<file path="src/rtl/fp_mult_pkg.sv">
`default_nettype none
//==============================================================================
// fp_mult_pkg -- shared types, flag indices and helpers for fp_mult_pipe. Rev 1.0
//==============================================================================
package fp_mult_pkg;

  typedef enum logic [1:0] {
    CLS_ZERO = 2'd0,
    CLS_NORM = 2'd1,
    CLS_INF  = 2'd2,
    CLS_NAN  = 2'd3
  } fp_class_e;

  localparam int FLAG_W         = 3;
  localparam int FLAG_INVALID   = 2;
  localparam int FLAG_OVERFLOW  = 1;
  localparam int FLAG_UNDERFLOW = 0;

  function automatic int fp_width(input int exp_w, input int man_w);
    return 1 + exp_w + man_w;
  endfunction

  function automatic int prod_width(input int man_w);
    return 2 * man_w + 2;
  endfunction

  // Subnormals (exp=0, frac!=0) deliberately classify as zero.
  function automatic fp_class_e classify(input logic exp_zero, input logic exp_ones,
                                         input logic frac_nz);
    if (exp_zero)               return CLS_ZERO;
    else if (exp_ones && frac_nz) return CLS_NAN;
    else if (exp_ones)          return CLS_INF;
    else                        return CLS_NORM;
  endfunction

  // Canonical quiet NaN {0, all-ones, 1, 0...}, returned in a 64-bit container.
  function automatic logic [63:0] canon_nan(input int exp_w, input int man_w);
    logic [63:0] r;
    r = '0;
    for (int i = 0; i < exp_w; i++) r[man_w + i] = 1'b1;
    r[man_w - 1] = 1'b1;
    return r;
  endfunction

endpackage
`default_nettype wire

</file>
<file path="src/rtl/fp_mult_pipe_mant_mult.sv">
`default_nettype none
//==============================================================================
// fp_mant_mult -- combinational unsigned significand multiplier. Rev 1.0
//==============================================================================
module fp_mant_mult #(
  parameter int W = 11
) (
  input  logic [W-1:0]   a,
  input  logic [W-1:0]   b,
  output logic [2*W-1:0] p
);

  assign p = (2*W)'(a) * (2*W)'(b);

endmodule
`default_nettype wire

</file>
<file path="src/rtl/fp_mult_pipe.sv">
`default_nettype none
//==============================================================================
// fp_mult_pipe -- 3-stage FP multiplier, valid/ready; FP_MULT_RNE_EN selects RNE
// rounding, otherwise truncation with saturating overflow. Rev 1.0
//==============================================================================
module fp_mult_pipe
  import fp_mult_pkg::*;
#(
  parameter int EXP_W = 5,
  parameter int MAN_W = 10,
  parameter int BIAS  = 2**(EXP_W-1) - 1
) (
  input  logic                     CLK,
  input  logic                     RESETn,
  input  logic                     in_valid,
  output logic                     in_ready,
  input  logic [EXP_W+MAN_W:0]     A,
  input  logic [EXP_W+MAN_W:0]     B,
  output logic                     out_valid,
  input  logic                     out_ready,
  output logic [EXP_W+MAN_W:0]     out,
  output logic [FLAG_W-1:0]        flags
);

  localparam int FP_W   = fp_width(EXP_W, MAN_W);
  localparam int PROD_W = prod_width(MAN_W);
  localparam int XW     = EXP_W + 2;

  localparam logic [EXP_W-1:0]     EXP_ONES = {EXP_W{1'b1}};
  localparam logic signed [XW-1:0] EXP_LIM  = XW'(2**EXP_W - 1);
  localparam logic signed [XW-1:0] EXP_ZERO = '0;
  localparam logic [FP_W-1:0]      QNAN     = FP_W'(canon_nan(EXP_W, MAN_W));

  logic en;
  logic v1, v2, v3;

  assign en        = !v3 || out_ready;
  assign in_ready  = en;
  assign out_valid = v3;

  // ---------------- S1: unpack and classify ----------------
  logic                 sa, sb;
  logic [EXP_W-1:0]     ea, eb;
  logic [MAN_W-1:0]     fa, fb;
  fp_class_e            cls_a_d, cls_b_d;
  logic signed [XW-1:0] exp_sum_d;

  assign {sa, ea, fa} = A;
  assign {sb, eb, fb} = B;
  assign cls_a_d   = classify(ea == '0, ea == EXP_ONES, fa != '0);
  assign cls_b_d   = classify(eb == '0, eb == EXP_ONES, fb != '0);
  assign exp_sum_d = {2'b00, ea} + {2'b00, eb} - XW'(BIAS);

  logic                 s1_sign;
  fp_class_e            s1_cls_a, s1_cls_b;
  logic [MAN_W:0]       s1_sig_a, s1_sig_b;
  logic signed [XW-1:0] s1_exp;

  always_ff @(posedge CLK or negedge RESETn) begin
    if (!RESETn) begin
      v1       <= 1'b0;
      s1_sign  <= 1'b0;
      s1_cls_a <= CLS_ZERO;
      s1_cls_b <= CLS_ZERO;
      s1_sig_a <= '0;
      s1_sig_b <= '0;
      s1_exp   <= '0;
    end else if (en) begin
      v1       <= in_valid;
      s1_sign  <= sa ^ sb;
      s1_cls_a <= cls_a_d;
      s1_cls_b <= cls_b_d;
      s1_sig_a <= {1'b1, fa};
      s1_sig_b <= {1'b1, fb};
      s1_exp   <= exp_sum_d;
    end
  end

  // ---------------- S2: multiply ----------------
  logic [PROD_W-1:0] prod_d;

  fp_mant_mult #(.W(MAN_W + 1)) u_mant_mult (
    .a (s1_sig_a),
    .b (s1_sig_b),
    .p (prod_d)
  );

  logic                 s2_sign;
  fp_class_e            s2_cls_a, s2_cls_b;
  logic signed [XW-1:0] s2_exp;
  logic [PROD_W-1:0]    s2_prod;

  always_ff @(posedge CLK or negedge RESETn) begin
    if (!RESETn) begin
      v2       <= 1'b0;
      s2_sign  <= 1'b0;
      s2_cls_a <= CLS_ZERO;
      s2_cls_b <= CLS_ZERO;
      s2_exp   <= '0;
      s2_prod  <= '0;
    end else if (en) begin
      v2       <= v1;
      s2_sign  <= s1_sign;
      s2_cls_a <= s1_cls_a;
      s2_cls_b <= s1_cls_b;
      s2_exp   <= s1_exp;
      s2_prod  <= prod_d;
    end
  end

  // ---------------- S3: normalise, round, pack ----------------
  // Left-align so the leading one always sits at PROD_W-1.
  logic [PROD_W-1:0]    norm;
  logic signed [XW-1:0] exp_n, exp_f;
  logic [MAN_W-1:0]     frac_t, frac_r;
  logic                 carry, round_up;
  logic                 unused_lead;

  assign norm        = s2_prod[PROD_W-1] ? s2_prod : {s2_prod[PROD_W-2:0], 1'b0};
  assign exp_n       = s2_prod[PROD_W-1] ? s2_exp + XW'(1) : s2_exp;
  assign frac_t      = norm[PROD_W-2 -: MAN_W];
  assign unused_lead = norm[PROD_W-1];

`ifdef FP_MULT_RNE_EN
  logic guard, sticky;
  assign guard    = norm[PROD_W-2-MAN_W];
  assign sticky   = |norm[PROD_W-3-MAN_W:0];
  assign round_up = guard & (sticky | frac_t[0]);
`else
  logic unused_tail;
  assign unused_tail = |norm[PROD_W-2-MAN_W:0];
  assign round_up    = 1'b0;
`endif

  assign {carry, frac_r} = {1'b0, frac_t} + {{MAN_W{1'b0}}, round_up};
  assign exp_f           = carry ? exp_n + XW'(1) : exp_n;

  logic [FP_W-1:0]   res;
  logic [FLAG_W-1:0] flg;
  logic nan_any, inf_a, inf_b, zero_a, zero_b;

  assign nan_any = (s2_cls_a == CLS_NAN) || (s2_cls_b == CLS_NAN);
  assign inf_a   = (s2_cls_a == CLS_INF);
  assign inf_b   = (s2_cls_b == CLS_INF);
  assign zero_a  = (s2_cls_a == CLS_ZERO);
  assign zero_b  = (s2_cls_b == CLS_ZERO);

  always_comb begin
    res = {s2_sign, exp_f[EXP_W-1:0], frac_r};
    flg = '0;
    if (nan_any || (inf_a && zero_b) || (zero_a && inf_b)) begin
      res               = QNAN;
      flg[FLAG_INVALID] = 1'b1;
    end else if (inf_a || inf_b) begin
      res = {s2_sign, EXP_ONES, {MAN_W{1'b0}}};
    end else if (zero_a || zero_b) begin
      res = {s2_sign, {(EXP_W+MAN_W){1'b0}}};
    end else if (exp_f >= EXP_LIM) begin
      flg[FLAG_OVERFLOW] = 1'b1;
`ifdef FP_MULT_RNE_EN
      res = {s2_sign, EXP_ONES, {MAN_W{1'b0}}};
`else
      res = {s2_sign, EXP_ONES - EXP_W'(1), {MAN_W{1'b1}}};
`endif
    end else if (exp_f <= EXP_ZERO) begin
      flg[FLAG_UNDERFLOW] = 1'b1;
      res = {s2_sign, {(EXP_W+MAN_W){1'b0}}};
    end
  end

  always_ff @(posedge CLK or negedge RESETn) begin
    if (!RESETn) begin
      v3    <= 1'b0;
      out   <= '0;
      flags <= '0;
    end else if (en) begin
      v3 <= v2;
      if (v2) begin
        out   <= res;
        flags <= flg;
      end
    end
  end

endmodule
`default_nettype wire

</file>
<file path="config.mk">
export PLATFORM = sky130hd
export DESIGN_NAME = fp_mult_pipe
export DESIGN_NICKNAME = d
export VERILOG_FILES = /design/src/rtl/fp_mult_pkg.sv /design/src/rtl/fp_mult_pipe_mant_mult.sv /design/src/rtl/fp_mult_pipe.sv
export SDC_FILE = /design/constraint.sdc
export NUM_CORES = 1
export LEC_CHECK = 0
export BUFFER_PORTS_ARGS = -buffer_cell sky130_fd_sc_hd__buf_2
export CORE_ASPECT_RATIO = 0.6
export CORE_UTILIZATION = 55
export DETAILED_ROUTE_END_ITERATION = 7
export GPL_TIMING_DRIVEN = 0
export PLACE_DENSITY = 0.74
export SYNTH_ARGS = -nofsm -noshare
export SYNTH_HDL_FRONTEND = slang
export SYNTH_HIERARCHICAL = 1
export SYNTH_SLANG_ARGS = --single-unit
</file>
<file path="constraint.sdc">
create_clock -name CLK -period 6.7 [get_ports CLK]
set_clock_uncertainty 0.2 [all_clocks]
set_input_delay 1.34 -clock CLK [delete_from_list [all_inputs] [get_ports CLK]]
set_output_delay 1.34 -clock CLK [all_outputs]
set_load 0.01 [all_outputs]
</file>
==> flow_summary.toml <==
[placement]
port_buffers = 56
dpl.hpwl_um = 15800
gp_congestion = 0.962
post_dp_cell_area_um2 = 8370

[detailed_routing]
first_pass_iters = 5
antenna_left = 0
via_per_inst = 5.45
drt_iter0_drc = 555
drt_wl_total_um = 19800
wire_per_inst_um = 17.0
vias = 6345
drcViolationCount = 0

[worst_hold_path]
hold_depth = 2
worstHoldStart = "s2_prod[20]$_DFFE_PN0N_"
min_path_type = "reg2reg"
min_to = "s2_prod[20]$_DFFE_PN0N_"

[timing]
rsz0062_at_grt = "false"
fmax_ghz = 0.169
finalCritPeriodShare_pct = 88.5
drv_slew = 0
period_minus_slack_ns = 5.93
hold_viol_final = 0
slew_headroom_pct = 45.7
worstMarginPinSlew_ns = 0.814
setup_violations = 0
fin_setup_tns_ns = 0

[job]
drv_cap = 0

[final_layout]
final_common_cell = "nand2_1"
fin_nets = 1155
layout.cells.most_common_list = "241 x nand2_1, 121 x inv_1, 81 x fa_1, 79 x dfrtp_1, 70 x ha_1"
drive_above_1_share_pct = 10.3
fin_area_um2 = 8700
syn_to_final_growth_pct = 11.1
n_antenna_cell = 0
postLayoutCoreUtil_pct = 63.2

[cts]
cts_hold_buffers = 0
post_cts_buffers = 0
cts.repair.resized = 0
clockRootBuffer = "clkbuf_16"
ctsHtreeMaxLevel = 3
cts_buffers = 9
cts_tree = "built"
clk_pin_slew_ns = 0.06
worstSkewPairLatency_ns = 0.34
clock_path_buffers = 2
cts.sinks = 79

[die]
ios = 57
start_util_pct = 56.9
coreArea_um2 = 13700
die_h_um = 94.4
die_w_um = 156
dieArea_um2 = 14700
rows = 33

[status]
status = "finished, final reports clean"

[grt]
grt_pass1_wl_um = 31900
grt_max_degree = 70
antenna_found_initial = 0
grt_overflow = 0
grtUsageTotal_pct = 29.0
first_global_vias = 6040

[logic_synthesis]
synth_warnings = 6
netlist_instances = 900
syn_nets = 1087
syn-cell-area_um2 = 7820
synth.avg_cell_area_um2 = 8.69

[setup_path]
critPathRequiredTime_ns = 6.73
path_cells = "clkbuf_1, nand2_1, fa_1, inv_1, fa_1, inv_1, fa_1, fa_1, fa_1, inv_1, ha_1, buf_2, nand2_2, nor3_2, o2111ai_1, a31oi_1, o22ai_1, xnor2_1, nand2_1, nand2_1"
crit-reg2reg-launch = "s1_sig_a[8]$_DFFE_PN0N_"
max_stage_delay_ns = 0.57
critPathMaxFanout = 10
crit_top_cell = "fa_1"
worstPathArrival_ns = 5.96
reg2regPathDepth = 20
slowest_stage = "fa_1"
r2r_end = "s2_prod[20]$_DFFE_PN0N_"
start_kind = "flop"
reg2reg_slack_ns = 0.77
worstSetupEndpointType = "flop"
worstSetupPathType = "reg2reg"
-- cell type report --
type | count | area [um^2]
multi-input combinational | 655 | 5200
fill | 1221 | 5050
sequential | 79 | 1980
inverter | 121 | 454
timing repair buffer | 57 | 310
tap | 192 | 240
clock buffer | 10 | 229
buffer | 45 | 196
clock inverter | 6 | 92.6
-- layer usage --
metal  share of wire, %  global-route usage (%)  up-vias
met1                 49                    46.2     3076
met3                 12                    9.13       14
li1                   -                       -     2991
met4               0.62                    5.07        0
met5                  0                       0        -
met2                 38                    38.0      264
-- critical path: cells and delay by family (launching register included) --
family                   cells  cell delay (ns)
XOR/XNOR                     1             0.14
AND/OR/NAND/NOR              5             0.68
buffers and inverters        5             0.85
flip-flops                   1             0.37
adder cells (fa/ha/maj)      6             2.93
AO/OA/AOI/OAI                3             0.65
-- flip-flops by register name, indices dropped and copies added, names as in the netlist --
signal / cells
out: 16
s2_prod: 12
s1_sig_a: 11
s1_sig_b: 10
s1_exp: 7
s2_exp: 7
flags: 3
s1_cls_a: 2
s1_cls_b: 2
s2_cls_a: 2
s2_cls_b: 2
out_valid: 1
s1_sign: 1
s2_sign: 1
v1: 1
v2: 1
-- through the flow --
step                      hold slack [ns]  cells  setup slack, ns
final                               0.269   1165            0.771
after global routing                0.291   1165            0.547
after CTS                           0.273   1165            0.843
after detailed placement            0.254   1149            0.880
after global placement              0.252   1148            0.968
after floorplan                     0.237    900             1.56
-- worst max path at each step --
| stage | from | end | cells past startpoint |
|---|---|---|---|
| after detailed placement | s1_sig_a[8]$_DFFE_PN0N_ | s2_prod[20]$_DFFE_PN0N_ | 20 |
| after floorplan | s1_sig_b[7]$_DFFE_PN0N_ | s2_prod[19]$_DFFE_PN0N_ | 20 |
| after CTS | s1_sig_a[8]$_DFFE_PN0N_ | s2_prod[20]$_DFFE_PN0N_ | 20 |
| after global placement | s1_sig_a[8]$_DFFE_PN0N_ | s2_prod[20]$_DFFE_PN0N_ | 20 |
| after global routing | s1_sig_a[8]$_DFFE_PN0N_ | s2_prod[20]$_DFFE_PN0N_ | 20 |
| final | s1_sig_a[8]$_DFFE_PN0N_ | s2_prod[20]$_DFFE_PN0N_ | 20 |
Power is left out: the tool's default activity adds up to more than one toggle a clock period on the data nets, which glitch-free logic cannot reach.
